**src/rtl/gpc_acc_stage.sv**
```systemverilog
// gpc_acc_stage: collects 4-bit gpc117_4 counts over a frame into a saturating
// sum and beat count, tracking overflow and out-of-range beats, then holds the
// frame result until downstream takes it.
module gpc_acc_stage #(
  parameter int SUM_W  = 16,
  parameter int BEAT_W = 8
) (
  input  logic              clk,
  input  logic              rst,
  input  logic              in_valid,
  input  logic [3:0]        in_data,
  input  logic              in_last,
  output logic              in_ready,
  output logic              out_valid,
  input  logic              out_ready,
  output logic [SUM_W-1:0]  out_sum,
  output logic [BEAT_W-1:0] out_beats,
  output logic              out_ovf,
  output logic              out_err
);

  typedef enum logic [1:0] {IDLE, ACC, HOLD} state_t;

  localparam logic [SUM_W-1:0] SUM_MAX = '1;

  state_t             state_q, state_d;
  logic [SUM_W-1:0]   sum_q, sum_d;
  logic [BEAT_W-1:0]  beats_q, beats_d;
  logic               ovf_q, ovf_d;
  logic               err_q, err_d;

  logic               accept;
  logic               take;
  logic               beat_sat;
  logic [SUM_W:0]     sum_ext;

  // Handshakes and saturation helpers; one extra sum bit exposes the carry out.
  assign in_ready  = (state_q != HOLD);
  assign out_valid = (state_q == HOLD);
  assign accept    = in_valid && in_ready;
  assign take      = out_valid && out_ready;
  assign beat_sat  = &beats_q;
  assign sum_ext   = {1'b0, sum_q} + {{(SUM_W - 3){1'b0}}, in_data};

  // Result ports are the live accumulator; they are frozen while in HOLD.
  assign out_sum   = sum_q;
  assign out_beats = beats_q;
  assign out_ovf   = ovf_q;
  assign out_err   = err_q;

  // Next-state and accumulator update for one accepted beat or one result handoff.
  always_comb begin
    state_d = state_q;
    sum_d   = sum_q;
    beats_d = beats_q;
    ovf_d   = ovf_q;
    err_d   = err_q;
    case (state_q)
      IDLE, ACC: begin
        if (accept) begin
          sum_d   = sum_ext[SUM_W] ? SUM_MAX : sum_ext[SUM_W-1:0];
          beats_d = beat_sat ? beats_q : beats_q + BEAT_W'(1);
          ovf_d   = ovf_q | sum_ext[SUM_W] | beat_sat;
          err_d   = err_q | (in_data > 4'd13);
          state_d = in_last ? HOLD : ACC;
        end
      end
      HOLD: begin
        // The handoff cycle never accepts a beat; clearing here frees the next frame.
        if (take) begin
          state_d = IDLE;
          sum_d   = '0;
          beats_d = '0;
          ovf_d   = 1'b0;
          err_d   = 1'b0;
        end
      end
      default: begin
        state_d = IDLE;
        sum_d   = '0;
        beats_d = '0;
        ovf_d   = 1'b0;
        err_d   = 1'b0;
      end
    endcase
  end

  // State registers; reset drops any partial or pending frame immediately.
  always_ff @(posedge clk or posedge rst) begin
    if (rst) begin
      state_q <= IDLE;
      sum_q   <= '0;
      beats_q <= '0;
      ovf_q   <= 1'b0;
      err_q   <= 1'b0;
    end else begin
      state_q <= state_d;
      sum_q   <= sum_d;
      beats_q <= beats_d;
      ovf_q   <= ovf_d;
      err_q   <= err_d;
    end
  end

endmodule

```
**config.mk**
```make
export PLATFORM = sky130hd
export DESIGN_NAME = gpc_acc_stage
export DESIGN_NICKNAME = d
export VERILOG_FILES = /design/src/rtl/gpc_acc_stage.sv
export SDC_FILE = /design/constraint.sdc
export NUM_CORES = 1
export LEC_CHECK = 0
export ABC_CLOCK_PERIOD_IN_PS = 6400
export BUFFER_PORTS_ARGS = -buffer_cell sky130_fd_sc_hd__buf_4
export CORE_MARGIN = 2
export CORE_UTILIZATION = 55
export DETAILED_ROUTE_END_ITERATION = 7
export GPL_TIMING_DRIVEN = 0
export PLACE_DENSITY = 0.79
export SETUP_SLACK_MARGIN = 0.1
export SLEW_MARGIN = 0
export SYNTH_ARGS = -nofsm -noshare
export SYNTH_HDL_FRONTEND = slang
export SYNTH_SLANG_ARGS = --single-unit
```
**constraint.sdc**
```tcl
create_clock -name clk -period 6.4 [get_ports clk]
set_clock_uncertainty 0.1 [all_clocks]
set_input_delay 0 -clock clk [delete_from_list [all_inputs] [get_ports clk]]
set_output_delay 0 -clock clk [all_outputs]
set_load 0.05 [all_outputs]
```
# Word-level counts from Yosys, hierarchy flattened
# Cells that the tools add are included.
# totals
reg_bits	28
inputBits	9
output_inout_bits	28
word_cells	41
# op_classes
addsub	2
n_lt_le_gt_ge	1
n_eq_ne	6
n_mux	17
bitwise	3
n_reduce_logical	7
# ops
operator	n
two-way mux 16 bit	3
one-hot mux 16 bit (2 select lines)	1
two-way mux 8 bit	3
adder 16 x 4 -> 17 bit	1
one-hot mux 8 bit (2 select lines)	1
adder 8 x 1 -> 8 bit, second input constant	1
AND reduction 8 bit	1
two-way mux 2 bit	3
inequality test 2 bit, second input constant	3
> comparator 4 bit, second input constant	1
one-hot mux 1 bit (2 select lines)	2
one-hot mux 2 bit (2 select lines)	1
two-way mux 1 bit	3
bitwise OR 1 bit	3
AND reduction 3 bit	1
equality test 2 x 1 -> 1 bit, second input constant	1
equality test 2 bit, second input constant	1
logical AND 1 bit	2
logical NOT 2 bit	1
inequality test 2 x 1 -> 1 bit, second input constant	1
AND reduction 2 bit	1
OR reduction 2 bit	1

# Longest topological paths before layout
# depth
word_depth	5
mapped_depth	7
depth_no_buf	6

# Worst setup path before layout
# No wires, ideal clock.
# synth_path
path_type	reg-to-reg
from	reg sum_q[0], in the netlist out_sum[0]
to	reg sum_q[13], in the netlist out_sum[13]
setup_time_ns	0.137
arrival_time_ns	2.177
required_ns	6.163
setup_slack_ns	3.986
stages_incl_launch_ff	8
path_buffers	1
synth_period_minus_slack_ns	2.414
path_cell_list	dfrtp_1 ha_1 fa_1 a211oi_1 nor3_1 buf_2 a41oi_1 nand3_1
# synth_via
elab_chain_len	4
# synth_rtl
item	line_no	rtl
start, declared	27	logic [SUM_W-1:0] sum_q, sum_d;
start signal, assigned	98	sum_q <= sum_d;
adder 16 x 4 -> 17 bit	43	assign sum_ext = {1'b0, sum_q} + {{(SUM_W - 3){1'b0}}, in_data};
two-way mux 16 bit	61	sum_d = sum_ext[SUM_W] ? SUM_MAX : sum_ext[SUM_W-1:0];
two-way mux 16 bit	60	if (accept) begin
one-hot mux 16 bit (2 select lines)	58	case (state_q)
# Every way passes these cells. The select of a mux whose other input is x is not followed.
# A chain may end at the register's enable or synchronous reset.

# Worst setup path after layout
# layout_path
from	reg sum_q[0], in the netlist out_sum[0]
to	reg sum_q[7], in the netlist out_sum[7]
# Same word-level chain as after synthesis.

==> run metrics <==
post-synthesis adder-cell area fraction 0.04885; worst path buffer plus inverter count 0; leading register cell type out of synthesis sky130_fd_sc_hd__dfrtp_1; clock latency of the later-clocked register in the worst-skew pair 0.35 ns; parity-gate share of the synthesized area counting xor and xnor cells 0.01036; Data arrival, critical path 2.63 ns; proportion of synthesized area in mux cells 0.005922; final instance area 0.002135 sq mm; total detailed-routing wirelength 4.622 mm; number of enable flip-flop cells after synthesis 0; count of different cell masters after synthesis 46; type of the tightest min-delay check input port to flop; TNS Setup 0 ns; count of instances resized after the clock tree is built 0; Port-buffer cells 36; number of clock sinks 28; Pre-antenna DRT Iters 4; vias in the first global route 1702; share of post-route cells with drive strength above 1 0.1940; flop-to-flop setup slack 3.91 ns; unrepaired setup endpoints after global routing false; remaining design rule violation count 0; area enclosed by the die boundary 0.003533 sq mm; chip width 59.44 um; outcome complete, no violations; Placer Congestion 0.8579; number of DRC violations after detailed-routing iteration 0 130; fin crit share 0.3889; Worst Path Class, Setup flop to flop; list of cells traversed by the critical path ha_1, fa_1, a211oi_1, nor3_1, a31oi_1, a311oi_1; gr ovfl total 0; CTS tree yes; maxcap violations 0; largest net degree at the start of global routing 29; starting utilization of the core area 0.5676; simple-gate portion of the synthesized area 0.2058; count of mapped cells out of synthesis 184; Async SR Flop Fraction 1.000; wire length per cell after detailed routing 17.44 um; vertical die dimension 59.44 um; buffer count from post-CTS setup fixing 0; post-route worst hold slack 0.03790 ns; Post-DP Area 0.002002 sq mm; hold_buf cts 8; CP startpoint kind flop; number of antenna violations at the first check in global routing 0; Diodes inserted 0; core footprint 0.002978 sq mm; largest fanout on the critical path 6; slew margin rel. 0.2946; Synth Warn # 0; number of top-level pins 37; worst-case reg-to-reg path depth 6; global-route wire length before repair 7.541 mm; largest family of logic cells by synthesized area compound AO/OA/AOI/OAI gates; cell with the largest stage delay on the worst path sky130_fd_sc_hd__dfrtp_1; required time reported for the critical path endpoint 6.54 ns; IR Drop Worst-Case VDD 0.0002272 V; Clk pin slew, worst setup/hold paths 0.16 ns; Leak Pwr 0.9705 nW; Final Hold Viols 0; final instance count without filler cells 265; part of the Yosys area used for sequential elements 0.4145; number of nets in the finished design 248; count of nets left with antenna violations after detail routing 0; clock buffers created by TritonCTS 3; Vias/cell 6.581; HPWL after detailed placement 3.342 mm; complex-gate fraction of the synthesized area 0.2783; setup violation total in the final timing report 0; leading post-synthesis cells by cell area sky130_fd_sc_hd__dfrtp_1 (41%), sky130_fd_sc_hd__a211oi_1 (4.9%), sky130_fd_sc_hd__a31oi_1 (4.4%); commonest non-fill, non-tap cell in the layout sky130_fd_sc_hd__buf_4; synthesized area per cell 9.187 sq um; cell total after placement 253; post-synthesis cell type with the largest combined area sky130_fd_sc_hd__dfrtp_1; worst hold path cell count 4; Slowest Stage Delay on Critical Path 0.44 ns; number of synthesized register bits 28; commonest cells after routing, fill and taps aside sky130_fd_sc_hd__buf_4 (36), sky130_fd_sc_hd__dfrtp_1 (28), sky130_fd_sc_hd__nand2_1 (14); number of filler instances in the final layout 239; maximum operating frequency 401.8 MHz; H-tree depth 1; largest buffer count on any clock path 2; final count of pins violating max slew 0; Post-Syn Nets 199; P per Cell Area 330.9 mW/mm^2; Worst Max-Slew Pin Slew 1.057 ns; netlist area before placement 0.001690 sq mm; total vias in the final route 1744; logic depth of the worst path, buffers included 6; Yosys top cell area share 0.4145; Largest delay share family, worst path compound AO/OA/AOI/OAI gates; endpoint type of the worst setup path flop; area delta synth->final 26.28%; total global-route track usage 0.2817; number of placement rows 20; buffer cell driving the clock tree root sky130_fd_sc_hd__clkbuf_4; Period minus WS final 2.489 ns
==> cells in the mapped netlist (3+ instances only) <==
library cell,count
sky130_fd_sc_hd__nor2_1,8
sky130_fd_sc_hd__nand3_1,8
sky130_fd_sc_hd__or3_1,4
sky130_fd_sc_hd__nor3_1,3
sky130_fd_sc_hd__a31oi_1,12
sky130_fd_sc_hd__a21oi_1,10
sky130_fd_sc_hd__o21ai_0,10
sky130_fd_sc_hd__a41oi_1,5
sky130_fd_sc_hd__ha_1,5
sky130_fd_sc_hd__and4_1,4
sky130_fd_sc_hd__and2_1,4
sky130_fd_sc_hd__o211ai_1,3
sky130_fd_sc_hd__clkbuf_1,4
sky130_fd_sc_hd__a21o_1,3
sky130_fd_sc_hd__a211oi_1,11
sky130_fd_sc_hd__nand4_1,3
sky130_fd_sc_hd__dfrtp_1,28
sky130_fd_sc_hd__inv_1,7
sky130_fd_sc_hd__nand2_1,14
sky130_fd_sc_hd__and3_1,5
sky130_fd_sc_hd__buf_2,4
==> per-layer routing <==
| layer | GRT usage | wire (um) |
|---|---|---|
| met1 | 0.3620 | 1936 |
| met2 | 0.4788 | 2325 |
| met3 | 0.03712 | 317 |
| met4 | 0.1104 | 42 |
| met5 | 0 | 0 |
==> final cells by class <==
class | count | area, sq um | share of cell area
multi-input combinational | 141 | 928.4 | 0.4349
sequential | 28 | 700.7 | 0.3283
timing repair buffer | 44 | 350.3 | 0.1641
tap | 33 | 41.29 | 0.01934
buffer | 8 | 35.03 | 0.01641
clock inverter | 1 | 30.03 | 0.01407
inverter | 7 | 26.28 | 0.01231
clock buffer | 3 | 22.52 | 0.01055
==> worst paths after layout <==
path	to	from
max in group asynchronous	out_beats[0]$_DFFE_PP0P_	rst
min in group asynchronous	out_sum[3]$_DFFE_PP0P_	rst
max reg2reg	out_sum[7]$_DFFE_PP0P_	out_sum[0]$_DFFE_PP0P_
min reg2reg	out_sum[15]$_DFFE_PP0P_	out_sum[15]$_DFFE_PP0P_
max	out_sum[7]$_DFFE_PP0P_	out_sum[0]$_DFFE_PP0P_
min	out_sum[1]$_DFFE_PP0P_	in_data[1]
==> cell families after synthesis <==
group | count (synthesis)
AO/OA/AOI/OAI | 69
XOR/XNOR | 2
adder cells (fa/ha/maj) | 6
buffers and inverters | 15
flip-flops | 28
multiplexers | 1
AND/OR/NAND/NOR | 63
==> worst register-to-register path, delay by kind of cell, from the launching register on <==
kind,cells,cell delay (ns)
AOI/OAI and AO/OA,3,0.97
adders and majority gates,2,0.67
DFF,1,0.44
and+or+nand+nor,1,0.20
==> registers in the layout, indices dropped and copies added (netlist names) <==
register and cells:
state_q 2, out_beats 8, out_ovf 1, out_err 1, out_sum 16
==> through the flow <==
step | utilization | power, W | setup WS [ns]
after floorplan | - | 0.0004813 | 3.986
after global placement | 0.6723 | 0.0005690 | 4.054
after detailed placement | 0.6723 | 0.0005828 | 4.008
after CTS | 0.7168 | 0.0007048 | 3.954
after global routing | 0.7168 | 0.0007451 | 3.771
final | 0.7168 | 0.0007063 | 3.911
==> report_power, final <==
part           internal, W  switching [W]  total (W)
Clock            0.0000634      0.0000577   0.000121
Sequential        0.000207      0.0000384   0.000245
Combinational     0.000114       0.000225   0.000340
Power figures use the tool's default switching activity.
